`config.mk`:
```
export PLATFORM = sky130hd
export DESIGN_NAME = serial_frame_rx_flat
export DESIGN_NICKNAME = d
export VERILOG_FILES = /design/src/rtl/serial_frame_rx_if.sv /design/src/rtl/serial_frame_rx.sv /design/src/flat_wrapper.sv
export SDC_FILE = /design/constraint.sdc
export NUM_CORES = 1
export LEC_CHECK = 0
export BUFFER_PORTS_ARGS = -buffer_cell sky130_fd_sc_hd__buf_4
export CORE_MARGIN = 1.5
export CORE_UTILIZATION = 45
export CTS_BUF_LIST = sky130_fd_sc_hd__clkbuf_4 sky130_fd_sc_hd__clkbuf_8
export DETAILED_ROUTE_END_ITERATION = 10
export PLACE_DENSITY = 0.65
export SYNTH_ARGS = -nofsm -noshare
export SYNTH_HDL_FRONTEND = slang
export SYNTH_SLANG_ARGS = --single-unit
export TNS_END_PERCENT = 10
```
`constraint.sdc`:
```
create_clock -name clk -period 1.6 [get_ports clk]
set_clock_uncertainty 0.15 [all_clocks]
set_input_delay 0 -clock clk [delete_from_list [all_inputs] [get_ports clk]]
set_output_delay 0 -clock clk [all_outputs]
set_load 0.05 [all_outputs]
```
`src/rtl/serial_frame_rx_if.sv`:
```
// -----------------------------------------------------------------------------
// serial_frame_rx_if
// Output handshake bundle of the serial frame receiver.
//   dout       : received data word (WIDTH bits)
//   dout_valid : dout holds an unconsumed word
//   dout_ready : consumer accepts dout when dout_valid && dout_ready
// Modports:
//   master : the receiver (drives dout/dout_valid, reads dout_ready)
//   slave  : the consumer (reads dout/dout_valid, drives dout_ready)
// -----------------------------------------------------------------------------
interface serial_frame_rx_if #(
    parameter int WIDTH = 8
);
    logic [WIDTH-1:0] dout;
    logic             dout_valid;
    logic             dout_ready;

    modport master (
        output dout,
        output dout_valid,
        input  dout_ready
    );

    modport slave (
        input  dout,
        input  dout_valid,
        output dout_ready
    );
endinterface

```
`src/rtl/serial_frame_rx.sv`:
```
// -----------------------------------------------------------------------------
// serial_frame_rx
// Receives framed, LSB-first serial words from the registered bit stream of the
// upstream flip-flop and presents them as WIDTH-bit words on a valid/ready
// handshake. Frame: start bit 0, WIDTH data bits, stop bit 1; one bit is taken
// per cycle with sample_en=1.
// Ports:
//   clk       : system clock, rising edge
//   reset     : synchronous active-low reset
//   sin       : serial data, idles at 1
//   sample_en : bit-sample strobe
//   err_clr   : clears the sticky overrun flag
//   frame_err : one-cycle pulse, stop bit sampled as 0
//   overrun   : sticky, a completed word was dropped (buffer full)
//   out_if    : dout / dout_valid / dout_ready handshake (master side)
// -----------------------------------------------------------------------------
module serial_frame_rx #(
    parameter int WIDTH = 8,
    parameter int CNT_W = 5
) (
    input  logic                 clk,
    input  logic                 reset,
    input  logic                 sin,
    input  logic                 sample_en,
    input  logic                 err_clr,
    output logic                 frame_err,
    output logic                 overrun,
    serial_frame_rx_if.master    out_if
);

    typedef enum logic [1:0] {
        IDLE = 2'd0,
        DATA = 2'd1,
        STOP = 2'd2
    } state_t;

    state_t             state_q, state_d;
    logic [CNT_W-1:0]   cnt_q, cnt_d;
    logic [WIDTH-1:0]   shreg_q, shreg_d;
    logic               pend_q, pend_d;
    logic [WIDTH-1:0]   dout_q, dout_d;
    logic               valid_q, valid_d;
    logic               ferr_q, ferr_d;
    logic               ovr_q, ovr_d;

    logic [WIDTH-1:0]   bit_sel;
    logic               buf_free;
    logic               ovr_set;

    // One-hot decode of the bit counter: selects the shift-register bit that
    // the current data sample lands in.
    generate
        for (genvar gi = 0; gi < WIDTH; gi++) begin : g_bit_sel
            assign bit_sel[gi] = (cnt_q == CNT_W'(gi));
        end
    endgenerate

    always_comb begin
        state_d  = state_q;
        cnt_d    = cnt_q;
        shreg_d  = shreg_q;
        pend_d   = pend_q;
        dout_d   = dout_q;
        valid_d  = valid_q;
        ferr_d   = 1'b0;
        ovr_d    = ovr_q;
        ovr_set  = 1'b0;
        buf_free = !valid_q || out_if.dout_ready;

        if (valid_q && out_if.dout_ready) begin
            valid_d = 1'b0;
        end

        // A good stop bit only marks the word as pending; it is handed to the
        // output buffer on the following edge, which gives the one-clock gap
        // between the stop sample and dout_valid. shreg is still intact here
        // because the cycle after STOP is always IDLE.
        if (pend_q) begin
            pend_d = 1'b0;
            if (buf_free) begin
                dout_d  = shreg_q;
                valid_d = 1'b1;
            end else begin
                ovr_set = 1'b1;
            end
        end

        if (sample_en) begin
            case (state_q)
                IDLE: begin
                    if (!sin) begin
                        state_d = DATA;
                        cnt_d   = '0;
                    end
                end
                DATA: begin
                    shreg_d = (shreg_q & ~bit_sel) | (bit_sel & {WIDTH{sin}});
                    cnt_d   = cnt_q + CNT_W'(1);
                    if (cnt_q == CNT_W'(WIDTH - 1)) begin
                        state_d = STOP;
                    end
                end
                STOP: begin
                    // The stop sample is consumed here and never re-read as a
                    // start bit.
                    state_d = IDLE;
                    if (sin) begin
                        pend_d = 1'b1;
                    end else begin
                        ferr_d = 1'b1;
                    end
                end
                default: state_d = IDLE;
            endcase
        end

        // Set wins over clear when both happen in the same cycle.
        if (err_clr) begin
            ovr_d = 1'b0;
        end
        if (ovr_set) begin
            ovr_d = 1'b1;
        end
    end

    always_ff @(posedge clk) begin
        if (!reset) begin
            state_q <= IDLE;
            cnt_q   <= '0;
            shreg_q <= '0;
            pend_q  <= 1'b0;
            dout_q  <= '0;
            valid_q <= 1'b0;
            ferr_q  <= 1'b0;
            ovr_q   <= 1'b0;
        end else begin
            state_q <= state_d;
            cnt_q   <= cnt_d;
            shreg_q <= shreg_d;
            pend_q  <= pend_d;
            dout_q  <= dout_d;
            valid_q <= valid_d;
            ferr_q  <= ferr_d;
            ovr_q   <= ovr_d;
        end
    end

    assign out_if.dout       = dout_q;
    assign out_if.dout_valid = valid_q;
    assign frame_err         = ferr_q;
    assign overrun           = ovr_q;

endmodule

```
`src/flat_wrapper.sv`:
```
// flat-port wrapper written by rule: the top's interface ports become plain ports
module serial_frame_rx_flat 
#(
    parameter int WIDTH = 8,
    parameter int CNT_W = 5
)
  (clk, reset, sin, sample_en, err_clr, frame_err, overrun, out_if_dout, out_if_dout_valid, out_if_dout_ready);
  serial_frame_rx_if #(.WIDTH(WIDTH)) out_if_i ();
  input  logic clk;
  input  logic reset;
  input  logic sin;
  input  logic sample_en;
  input  logic err_clr;
  output logic frame_err;
  output logic overrun;
  output wire logic [$bits(out_if_i.dout)-1:0] out_if_dout;
  output wire logic [$bits(out_if_i.dout_valid)-1:0] out_if_dout_valid;
  input wire logic [$bits(out_if_i.dout_ready)-1:0] out_if_dout_ready;
  assign out_if_dout = out_if_i.dout;
  assign out_if_dout_valid = out_if_i.dout_valid;
  assign out_if_i.dout_ready = out_if_dout_ready;
  serial_frame_rx #(.WIDTH(WIDTH), .CNT_W(CNT_W)) u_core (.clk(clk), .reset(reset), .sin(sin), .sample_en(sample_en), .err_clr(err_clr), .frame_err(frame_err), .overrun(overrun), .out_if(out_if_i));
endmodule
```
# == Word-level counts from Yosys, hierarchy flattened ==
# Index checks and enable logic that the tools add are counted.
# classes
n_addsub,1
n_eq_ne,11
mux,14
bitwise_logic,4
n_reduce_logical,12
# ops
operator,n
$eq A5 B3 Y1 const B,4
$and A8 B8 Y8,2
$eq A5 B2 Y1 const B,2
$pmux W5 S2,1
$mux W1,9
$reduce_and A3 Y1,3
$not A8 Y8,1
$or A8 B8 Y8,1
$add A5 B1 Y5 const B,1
$eq A5 B1 Y1 const B,1
$logic_not A5 Y1,1
$mux W5,1
$mux W2,2
$pmux W2 S2,1
$reduce_and A2 Y1,2
$reduce_bool A2 Y1,2
$eq A2 B1 Y1 const B,1
$eq A2 B2 Y1 const B,1
$logic_not A2 Y1,1
$ne A2 B1 Y1 const B,1
$ne A2 B2 Y1 const B,1
$logic_and A1 B1 Y1,1
$logic_not A1 Y1,1
$logic_or A1 B1 Y1,1
# totals
regBits,27
inputBits,6
output_inout_bits,11
wordCells,50

# == Depth between registers and ports, before layout ==
# Gate-level depths: netlist of the first run.
# depth
ltp_word,5
mapped_depth,4
depth_no_buf,4

# == Worst setup path before layout of the first run ==
# OpenSTA, ideal clock, no wires.
# synth_path
path_kind,reg2reg
from,reg u_core.cnt_q[0]
to,reg u_core.cnt_q[2]
setup_time_ps,70
arrival_time_ps,1266
required_ps,1380
setup_slack_ps,114
path_stages_with_launch,5
path_buffers,0
period_less_slack_ps,1486
path_cell_list,dfxtp_1 -> ha_1 -> inv_1 -> or4_1 -> a21oi_1
# synth_via
elab_chain_len,2
# synth_rtl
item,line,text
start: declaration,serial_frame_rx.sv:38,"logic [CNT_W-1:0] cnt_q, cnt_d;"
start signal: assignment,serial_frame_rx.sv:138,cnt_q <= cnt_d;
$add A5 B1 Y5,serial_frame_rx.sv:98,cnt_d = cnt_q + CNT_W'(1);
$pmux W5 S2,serial_frame_rx.sv:89,case (state_q)
# No other way between the ends.
# A chain may end at the register's enable or synchronous reset.

# == Final worst setup path of the first run ==
# layout_path
from,reg u_core.state_q[1]
to,reg u_core.pend_q
# layout_via
elab_chain_len,2
# layout_rtl
item,line,text
start: declaration,serial_frame_rx.sv:37,"state_t state_q, state_d;"
start signal: assignment,serial_frame_rx.sv:137,state_q <= state_d;
$eq A2 B2 Y1,serial_frame_rx.sv:89,
$reduce_and A3 Y1 (no source line),n/a,
end signal: assignment,serial_frame_rx.sv:140,pend_q <= pend_d;
end: declaration,serial_frame_rx.sv:40,"logic pend_q, pend_d;"
# No other way between the ends.

==> metrics.md, run 1 <==
| Metric | Value |
|---|---|
| Worst Path Buf+Inv | 2 |
| CTS tree | done |
| MaxCap Viol Count | 0 |
| GRT Util Overall | 18.2% |
| Family with the most delay on the worst path | buffers and inverters |
| Largest net degree at the start of global routing | 26 |
| Reg power frac | 64.6% |
| Synth top area share | 45.6% |
| Clock H-tree levels | 1 |
| Kind of critical path | flop to flop |
| Post-Syn Area per Cell | 9.26 sq um |
| Worst Hold Class | flop to flop |
| Final Hold Vio Count | 0 |
| Antenna violations before repair | 0 |
| Total Power | ~1100 uW |
| Stages on worst setup path | 4 |
| Number of port buffers | 16 |
| Remaining DRCs | 0 |
| R2R depth | 4 |
| Fraction of layout cells with a size suffix above 1 | 22.3% |
| Worst-path fanout max | 6 |
| Full die area | 0.00295 sq mm |
| GR Overflow Total | 0 |
| Area leader, netlist | dfxtp_1 |
| Worst skew pair latency | between 0.3 and 0.4 ns |
| Final Setup Violations | 0 |
| Clk sinks | 27 |
| Multi-input combinational cell area | 607 sq um |
| RSZ-0062 raised after global routing | no |
| Vias | 997 |
| Worst slew margin | 68.7% |
| Crit-path max cell delay | 0.55 ns |
| CTS buffer count | 3 |
| Drt first pass iters | 4 |
| Fill cell count | around 220 |
| Root Driver | clkbuf_4 |
| Most frequent cells in the layout | dfxtp_1 (26), buf_4 (22), nand3_1 (19) |
| Arr. time, crit path | 1.63 ns |
| Dpl hpwl | 1630 microns |
| Commonest non-fill, non-tap cell in the layout | dfxtp_1 |
| Vias in the first global route | 872 |
| Worst Hold Depth | 2 |
| CP max-delay cell | dlygate4sd3_1 |
| LEAKAGE | 0.000585 uW |
| Yosys reg bits | 27 |
| Finished Layout Cells | 187 |
| Sw Ratio | 23.4% |
| Psw | ~250 uW |
| Clock transition at the registers of the reported paths | around 0.14 ns |
| Power Internal | 813 uW |
| Placed insts | between 150 and 200 |
| Routed wire length | 2260 microns |
| Fmax | about 670 MHz |
| Die X | 54.3 microns |
| Worst IR drop on VDD | approximately 0.53 mV |
| Cell Rows | 18 |
| Startpoint types | flop |
| Starting Density | 47.8% |
| Sequential cell area | between 500 and 600 sq um |
| Diode count | 0 |
| IO Count | 17 |
| Post-route ant nets | 0 |
| Sequential element share of the synthesized area | 45.6% |
| Warnings from Yosys | 0 |
| Fin Setup TNS | 0 ns |
| Core Region | 0.00248 sq mm |
| Fin nets | roughly 170 |
| Pwr dens | 717 mW/mm^2 |
| Worst slew pin tran | roughly 0.47 ns |
| Synthesized Nets | 138 |
| Die H | 54.3 microns |
| Comb power frac | under 10% |
| Slew Limit Fails | 0 |
| Setup WS post-layout | around 0.11 ns |
| Ranking of synthesized cells by area | dfxtp_1 (46%), nand3_1 (8.0%), a21boi_0 (7.6%) |
| CP endpoint kind | flop |
| Syn-to-layout area delta | 24.8% |
| Gpl congestion | 0.722 |
| Final worst path period need | 1.49 ns |
| Wire length of the first global-routing pass | 3880 microns |
| Vias/cell | around 5.3 |
| Status | completed |
| Synthesized cell area | ~0.0012 sq mm |
| Final cell utilization of the core | 59.7% |
| Crit-path cells | buf_4 -> nand3_1 -> nor3b_2 -> dlygate4sd3_1 |
| Clock buffer depth | 2 |
| Clk pwr share | between 20 and 30% |
| Post-synth cell types | 26 |
| Period utilisation layout | 93.3% |
| Post-place setup slack | 0.108 ns |
| WP data required | about 1.7 ns |
| DR WL/cell | 12.1 microns |
| Synthesized instance count | around 130 |
| DRT iter0 DRCs | 18 |
-- power groups by stage --
stage                     logic (uW)  registers [uW]  clock network, uW
after CTS                       80.9             684                306
after floorplan                 44.3             698                  0
after global placement          68.8             698                  0
after global routing            91.0             686                335
after detailed placement        70.7             699                  0
final                           82.6             685                293
-- routing by layer --
metal	up-vias	wire [microns]	share of wire [%]	GRT usage, %
met5	-	0	0	0
met4	0	28	1.2	7.08
li1	516	-	-	-
met1	463	1100	49	24.4
met3	4	70	3.1	3.28
met2	14	1060	47	28.7
-- kinds of logic (layout without fill, tap and decap cells) --
family | after synthesis | in the layout | share of synthesized area [%]
AND/OR/NAND/NOR | 46 | 46 | 21.9
adder cells (fa/ha/maj) | 4 | 4 | 4.22
AO/OA/AOI/OAI | 33 | 33 | 17.7
multiplexers | 8 | 8 | 6.76
flip-flops | 27 | 27 | 45.6
buffers and inverters | 10 | 39 | 3.80
-- cell usage after synthesis --
cell type	number
nand3_1	19
clkbuf_1	4
o22ai_1	1
mux2i_1	8
a21oi_1	4
or2b_2	1
o31ai_1	3
buf_6	1
nand4b_1	1
nor3b_1	1
o21a_1	1
ha_1	4
or3_2	1
and4bb_2	1
nand2b_1	2
and4b_2	1
dfxtp_1	27
a21boi_0	12
or2_2	1
a311oi_1	1
nand2_1	9
nor2b_1	4
nor2_1	2
or4_1	3
o21ai_0	11
inv_1	5
-- per-stage QoR --
step           area, sq um  hold slack [ns]
2_1_floorplan         1180        -0.000662
3_3_place_gp          1370            0.154
3_5_place_dp          1370            0.157
4_1_cts               1470            0.323
5_1_grt               1480            0.347
6_report              1480            0.317
-- final cells by class --
cell class | instances | area share (%)
clock buffer | 3 | 1.52
clock inverter | 1 | 0.338
inverter | 5 | 1.27
multi-input combinational | 91 | 41.0
sequential | 27 | 36.6
tap | 30 | 2.54
timing repair buffer | 30 | 16.7
-- tightest hold or removal path, delay by kind of cell, from the launching register on --
family        cells  cell delay, ns
flops             1            0.34
mux               1            0.05
simple gates      1            0.05
-- worst paths after layout --
| path | from | endpoint | slack, ns |
|---|---|---|---|
| max | u_core.state_q[1] | u_core.pend_q | 0.11 |
| min | flop | flop | 0.32 |
| max reg2reg | u_core.state_q[1] | u_core.pend_q | 0.11 |
| min reg2reg | flop | flop | 0.32 |
-- timing repair --
action	CTS	global route
gates resized for setup	0	4
buffers inserted	0	0
setup endpoints to repair	0	2
hold buffers	7	0
hold endpoints to repair	27	0
Power figures use the tool's default switching activity.
==> run 2, diff against run 1 <==
- ABC_AREA: unset -> 1
==> metrics.md, run 2 <==
| Metric | Value |
|---|---|
| Commonest non-fill, non-tap cell in the layout | nor2_1 |
| Core Region | 0.00250 sq mm (+0.91%) |
| CTS tree | done |
| Die H | 54.9 microns (+0.98%) |
| Fmax | 678 MHz (+1.2%) |
| Period utilisation layout | 92.2% (-1.1 points) |
| Reg-to-reg endpoint | u_core.frame_err |
| Vias in the first global route | 952 (+9.2%) |
| Fraction of layout cells with a size suffix above 1 | 15.9% (-6.4 points) |
| Setup Fix Bufs, Post-CTS | 0 (unchanged) |
| Crit-path max cell delay | 0.55 ns (about the same) |
| Syn-to-layout area delta | 20.4% |
| Fill cell count | 239 (+9.1%) |
| IO Count | 17 (unchanged) |
| GR Overflow Total | 0 (unchanged) |
| Ys flop type | dfxtp_1 |
| MaxCap Viol Count | 0 (unchanged) |
| Worst Hold Class | flop to flop |
| Asr flop ratio synth | 0% (unchanged) |
| Fin nets | 200 (+19%) |
| Clock buffer depth | 2 (unchanged) |
| Antenna violations before repair | 0 (unchanged) |
| Final Setup Violations | 0 (unchanged) |
| Min-Delay Endpoint | u_core.cnt_q[0] |
| Worst slew pin tran | 0.307 ns (-0.161 ns) |
| Fin Setup TNS | 0 ns (unchanged) |
| Starting Density | 48.4% (+0.57 points) |
| Worst IR drop on VDD | 0.520 mV (-2.5%) |
| Routed wire length | 2180 microns (-3.6%) |
| Final worst path period need | 1.48 ns (-0.0183 ns) |
| Pwr dens | 741 mW/mm^2 (+3.3%) |
| Most frequent CP cell | dlygate4sd3_1 |
| Synthesized Nets | 174 (+26%) |
| Clock H-tree levels | 1 (unchanged) |
| Post-Syn Area per Cell | 7.38 sq um (-20%) |
| Final Hold Vio Count | 0 (unchanged) |
| Status | completed |
| Worst skew pair latency | 0.31 ns (about the same) |
| DR WL/cell | 9.95 microns (-18%) |
| Mux share of post-synthesis cell area | 0% (-6.8 points) |
| Crit-path cells | dlygate4sd3_1 -> buf_4 -> inv_1 -> a21oi_1 -> dlygate4sd3_1 |
| Vias | 1056 (+5.9%) |
| Synth top area share | 44.7% (-0.94 points) |
| Sequential element share of the synthesized area | 44.7% (-0.94 points) |
| Worst slew margin | 79.5% (+11 points) |
| CP max-delay cell | dlygate4sd3_1 |
| Largest family of logic cells by synthesized area | simple AND/OR/NAND/NOR gates |
| Clock transition at the registers of the reported paths | 0.13 ns (about the same) |
| CTS buffer count | 3 (unchanged) |
| R2R depth | 3 (-1) |
| Multi-input combinational cell area | 587 sq um (-3.3%) |
| Worst Hold Depth | 1 (-1) |
| Diode count | 0 (unchanged) |
| CP endpoint kind | flop |
| RSZ-0062 raised after global routing | no |
| Post-synth cell types | 21 (-19%) |
| WP data required | 1.66 ns (-0.07 ns) |
| Warnings from Yosys | 0 (unchanged) |
| Top cells by count, synth | nor2_1 (38), dfxtp_1 (27), nand2_1 (23) |
| Arr. time, crit path | 1.54 ns (-0.09 ns) |
| Sequential cell area | 542 sq um (unchanged) |
| Synth Area in Compound Gates | 12.6% (-5.1 points) |
| Ranking of synthesized cells by area | dfxtp_1 (45%), nor2_1 (12%), nand2_1 (7.1%) |
| Startpoint types | primary input |
| GRT Util Overall | 17.3% (-0.90 points) |
| Adder-Cell Fraction of Synth Area | 4.14% (-0.087 points) |
| Wire length of the first global-routing pass | 3750 microns (-3.4%) |
| Die X | 54.9 microns (+0.98%) |
| Final cell utilization of the core | 58.3% (-1.4 points) |
| Reg2Reg Setup Slack | 0.13 ns (+0.02 ns) |
| Post-route ant nets | 0 (unchanged) |
| Synthesized cell area | 0.00121 sq mm (+2.1%) |
| Drt first pass iters | 4 (unchanged) |
| Dpl hpwl | 1690 microns (+3.9%) |
| HP Start | u_core.cnt_q[0] |
| Yosys reg bits | 27 (unchanged) |
| Area leader, netlist | dfxtp_1 |
| Full die area | 0.00301 sq mm (+2.0%) |
| Post-synthesis xor/xnor area fraction | 0% (unchanged) |
| Clk sinks | 27 (unchanged) |
| EDFF count, synth | 0 (unchanged) |
| Largest net degree at the start of global routing | 20 (-23%) |
| Vias/cell | 4.82 (-9.6%) |
| Remaining DRCs | 0 (unchanged) |
| Kind of critical path | primary input to flop |
| Gpl congestion | 0.860 (+19%) |
| Number of port buffers | 16 (unchanged) |
| Worst-path fanout max | 19 (+13) |
| DRT iter0 DRCs | 17 (-1) |
| Slew Limit Fails | 0 (unchanged) |
| Most common cell in the netlist | nor2_1 |
| Cell Rows | 18 (unchanged) |
| Most frequent cells in the layout | nor2_1 (38), dfxtp_1 (26), nand2_1 (23) |
| RR Startpoint | u_core.state_q[1] |
| Root Driver | clkbuf_4 |
| Synthesized instance count | 164 (+28%) |
| LEAKAGE | 0.000630 uW (+7.7%) |
| Synth Area in Simple Gates | 31.7% (+9.9 points) |
## run 2: changes by cell type after synthesis, sizes merged, moves of 8 or more
cell | before | now
nand3 | 19 | 11
a21boi | 12 | 0
nor2 | 2 | 42
a21oi | 4 | 13
nand2 | 9 | 25
inv | 5 | 16
mux2i | 8 | 0
## run 2: cell families after synthesis
family	Yosys count
AO/OA/AOI/OAI	29
flip-flops	27
AND/OR/NAND/NOR	85
adder cells (fa/ha/maj)	4
buffers and inverters	19
## run 2: per-stage QoR
step	area [sq um]	hold slack (ns)	power, uW	instances	setup WS (ns)
2_1_floorplan	1210	-0.0776	770	164	0.147
3_3_place_gp	1350	0.0877	793	207	0.257
3_5_place_dp	1350	0.0889	795	207	0.192
4_1_cts	1460	0.343	1100	219	0.127
5_1_grt	1460	0.360	1140	219	0.0183
6_report	1460	0.333	1080	219	0.125
## run 2: layout make-up
type | instances | area share, %
Clock buffer | 4 | 2.06
Inverter | 16 | 4.12
Sequential cell | 27 | 37.2
Tap cell | 30 | 2.58
Multi-Input combinational cell | 118 | 40.3
Timing Repair Buffer | 24 | 13.7
## run 2: worst max-delay path, delay by kind of cell
kind | cells | cell delay [ns]
buf+inv | 4 | 1.48
compound gates | 1 | 0.06
## run 2: repair_timing
item | 4_1_cts | 5_1_grt
gates resized for setup | 0 | 1
hold buffers | 8 | 0
setup endpoints to repair | 0 | 1
endpoints found under the hold margin | 27 | 0
## run 2: worst max-delay path by stage
stage                                         from                       end  slack [ns]  depth (start not counted)
after detailed placement           u_core.cnt_q[0]                      flop        0.19                          8
after global routing               u_core.cnt_q[1]                      flop        0.02                          8
after global placement             u_core.cnt_q[0]                      flop        0.26                          8
after CTS                        u_core.state_q[1]          u_core.frame_err        0.13                          3
after floorplan           u_core.out_if.dout_valid     u_core.out_if.dout[0]        0.15                          5
final                                        reset  u_core.out_if.dout_valid        0.12                          5
## run 2: metal layers
layer	vias to the layer above	track usage, %	part of all wire [%]
met4	0	6.25	0.69
met2	11	31.2	49
li1	575	-	-
met3	2	3.28	2.5
met5	-	0	0
met1	468	19.9	48
## run 2: where the power goes
part / total, uW / internal, uW / switching (uW) / leakage [uW]
Clock: 290 / 114 / 176 / 0.0000184
Combinational: 104 / 41.6 / 62.2 / 0.000393
Sequential: 685 / 679 / 5.66 / 0.000218
==> run 3, diff against run 2 <==
- CAP_MARGIN: unset -> 20
- GPL_TIMING_DRIVEN: unset -> 0
==> metrics.md, run 3 (same netlist as run 2, synthesis figures left out) <==
| Metric | Value |
|---|---|
| Status | completed |
| Slew Limit Fails | 0 (unchanged) |
| Clock H-tree levels | 1 (unchanged) |
| Worst skew pair latency | 0.32 ns (about the same) |
| Worst Hold Class | primary input to flop |
| Worst IR drop on VDD | 0.393 mV (-24%) |
| Vias/cell | 4.87 (+1.1%) |
| Antenna violations before repair | 0 (unchanged) |
| Root Driver | clkbuf_4 |
| Crit-path cells | nand4_1 -> nor2_1 -> dlygate4sd3_1 |
| DRT iter0 DRCs | 18 (+1) |
| Dpl hpwl | 1740 microns (+2.8%) |
| Fmax | 669 MHz (-1.3%) |
| Clk pwr share | 28.0% (+1.1 points) |
| Clk sinks | 27 (unchanged) |
| Multi-input combinational cell area | 587 sq um (unchanged) |
| Fin Setup TNS | 0 ns (unchanged) |
| Startpoint types | flop |
| Die X | 54.9 microns (unchanged) |
| Worst-path fanout max | 5 (-14) |
| Commonest non-fill, non-tap cell in the layout | nor2_1 |
| Arr. time, crit path | 1.62 ns (+0.08 ns) |
| Clock buffer depth | 2 (unchanged) |
| Worst slew margin | 76.5% (-3.1 points) |
| Psw | 267 uW (+9.4%) |
| Remaining DRCs | 0 (unchanged) |
| CTS tree | done |
| Post-route ant nets | 0 (unchanged) |
| Reg power frac | 61.9% (-1.6 points) |
| Pwr dens | 747 mW/mm^2 (+0.79%) |
| Period utilisation layout | 93.4% (+1.2 points) |
| WP data required | 1.73 ns (+0.07 ns) |
| LEAKAGE | 0.000648 uW (+2.8%) |
| Clock transition at the registers of the reported paths | 0.14 ns (about the same) |
| Full die area | 0.00301 sq mm (unchanged) |
| GRT Util Overall | 17.8% (+0.51 points) |
| Vias in the first global route | 914 (-4.0%) |
| Number of port buffers | 15 (-1) |
| CTS buffer count | 3 (unchanged) |
| Final worst path period need | 1.49 ns (+0.0195 ns) |
| Power Internal | 841 uW (+0.75%) |
| Syn-to-layout area delta | 22.6% |
| CP endpoint kind | flop |
| Starting Density | 48.4% (unchanged) |
| Comb power frac | 10.1% (+0.5 points) |
| Most frequent cells in the layout | nor2_1 (38), dfxtp_1 (26), nand2_1 (23) |
| Kind of critical path | flop to flop |
| Crit-path max cell delay | 0.54 ns (about the same) |
| MaxCap Viol Count | 0 (unchanged) |
| RSZ-0062 raised after global routing | no |
| Fin nets | 203 (+1.5%) |
| GR Overflow Total | 0 (unchanged) |
| Die H | 54.9 microns (unchanged) |
| Fraction of layout cells with a size suffix above 1 | 16.1% (+0.27 points) |
| Wire length of the first global-routing pass | 3810 microns (+1.5%) |
| CP max-delay cell | dlygate4sd3_1 |
| Final cell utilization of the core | 59.4% (+1.1 points) |
| Worst slew pin tran | 0.351 ns (+0.0446 ns) |
| Final Setup Violations | 0 (unchanged) |
| Largest net degree at the start of global routing | 15 (-25%) |
| Drt first pass iters | 4 (unchanged) |
| IO Count | 17 (unchanged) |
| Placed Area | 0.00136 sq mm (+1.1%) |
| DR WL/cell | 10.7 microns (+7.2%) |
| Sequential cell area | 542 sq um (unchanged) |
| Diode count | 0 (unchanged) |
| Setup Fix Bufs, Post-CTS | 0 (unchanged) |
| Gpl congestion | 0.815 (-5.2%) |
| Final Hold Vio Count | 0 (unchanged) |
| Sw Ratio | 24.1% (+1.5 points) |
| Cell Rows | 18 (unchanged) |
| Core Region | 0.00250 sq mm (unchanged) |
| Vias | 1082 (+2.5%) |
| Fill cell count | 254 (+6.3%) |
| Final Instance Area | 0.00148 sq mm (+1.9%) |
| Routed wire length | 2370 microns (+8.7%) |
==> run 3: per-stage QoR <==
| step | setup WS [ns] | hold WS, ns | total power, uW | cells |
|---|---|---|---|---|
| final | 0.105 | 0.158 | 1110 | 222 |
| after global routing | 0.0296 | 0.179 | 1170 | 222 |
| after CTS | 0.0518 | 0.337 | 1120 | 222 |
| after detailed placement | 0.174 | 0.0974 | 798 | 209 |
| after global placement | 0.192 | 0.0885 | 796 | 209 |
| after floorplan | 0.147 | -0.0776 | 770 | 164 |
==> run 3: power groups by stage <==
stage          clock network, uW  registers, uW  logic [uW]
5_1_grt                      353            687         128
6_report                     310            686         112
3_3_place_gp                   0            699        96.4
4_1_cts                      324            685         112
2_1_floorplan                  0            698        71.9
3_5_place_dp                   0            700        98.4
==> run 3: final timing paths <==
| check | depth (start not counted) | endpoint | startpoint | slack (ns) |
|---|---|---|---|---|
| setup / recovery | 3 | u_core.frame_err | u_core.state_q[1] | 0.11 |
| hold / removal | 4 | u_core.out_if.dout[3] | reset | 0.16 |
| setup reg to reg | 3 | u_core.frame_err | u_core.state_q[1] | 0.11 |
| hold reg to reg | 1 | u_core.cnt_q[0] | u_core.cnt_q[0] | 0.34 |
==> run 3: timing repair <==
action                     CTS  global route
hold endpoints to repair    24             0
setup endpoints to repair    0             2
resized for setup            0             2
hold buffers                 9             0
==> run 3: metal layers <==
| layer | GRT usage, % | vias to the layer above | part of all wire [%] |
|---|---|---|---|
| met1 | 20.4 | 485 | 45 |
| met5 | 0 | - | 0 |
| met4 | 6.25 | 0 | 1.3 |
| li1 | - | 580 | - |
| met3 | 3.28 | 4 | 2.3 |
| met2 | 32.3 | 13 | 51 |
==> run 3: area by class of cell <==
class | instances | share of cell area (%)
clock buffer | 4 | 2.02
tap | 30 | 2.53
inverter | 16 | 4.05
timing repair buffer | 24 | 13.8
buffer | 3 | 1.52
multi-input combinational | 118 | 39.5
sequential | 27 | 36.5
==> run 3: critical path: cells and delay by family (launching register included) <==
family / cells / cell delay [ns]
buffers and inverters: 1 / 0.54
AND/OR/NAND/NOR: 2 / 0.27
flip-flops: 1 / 0.49
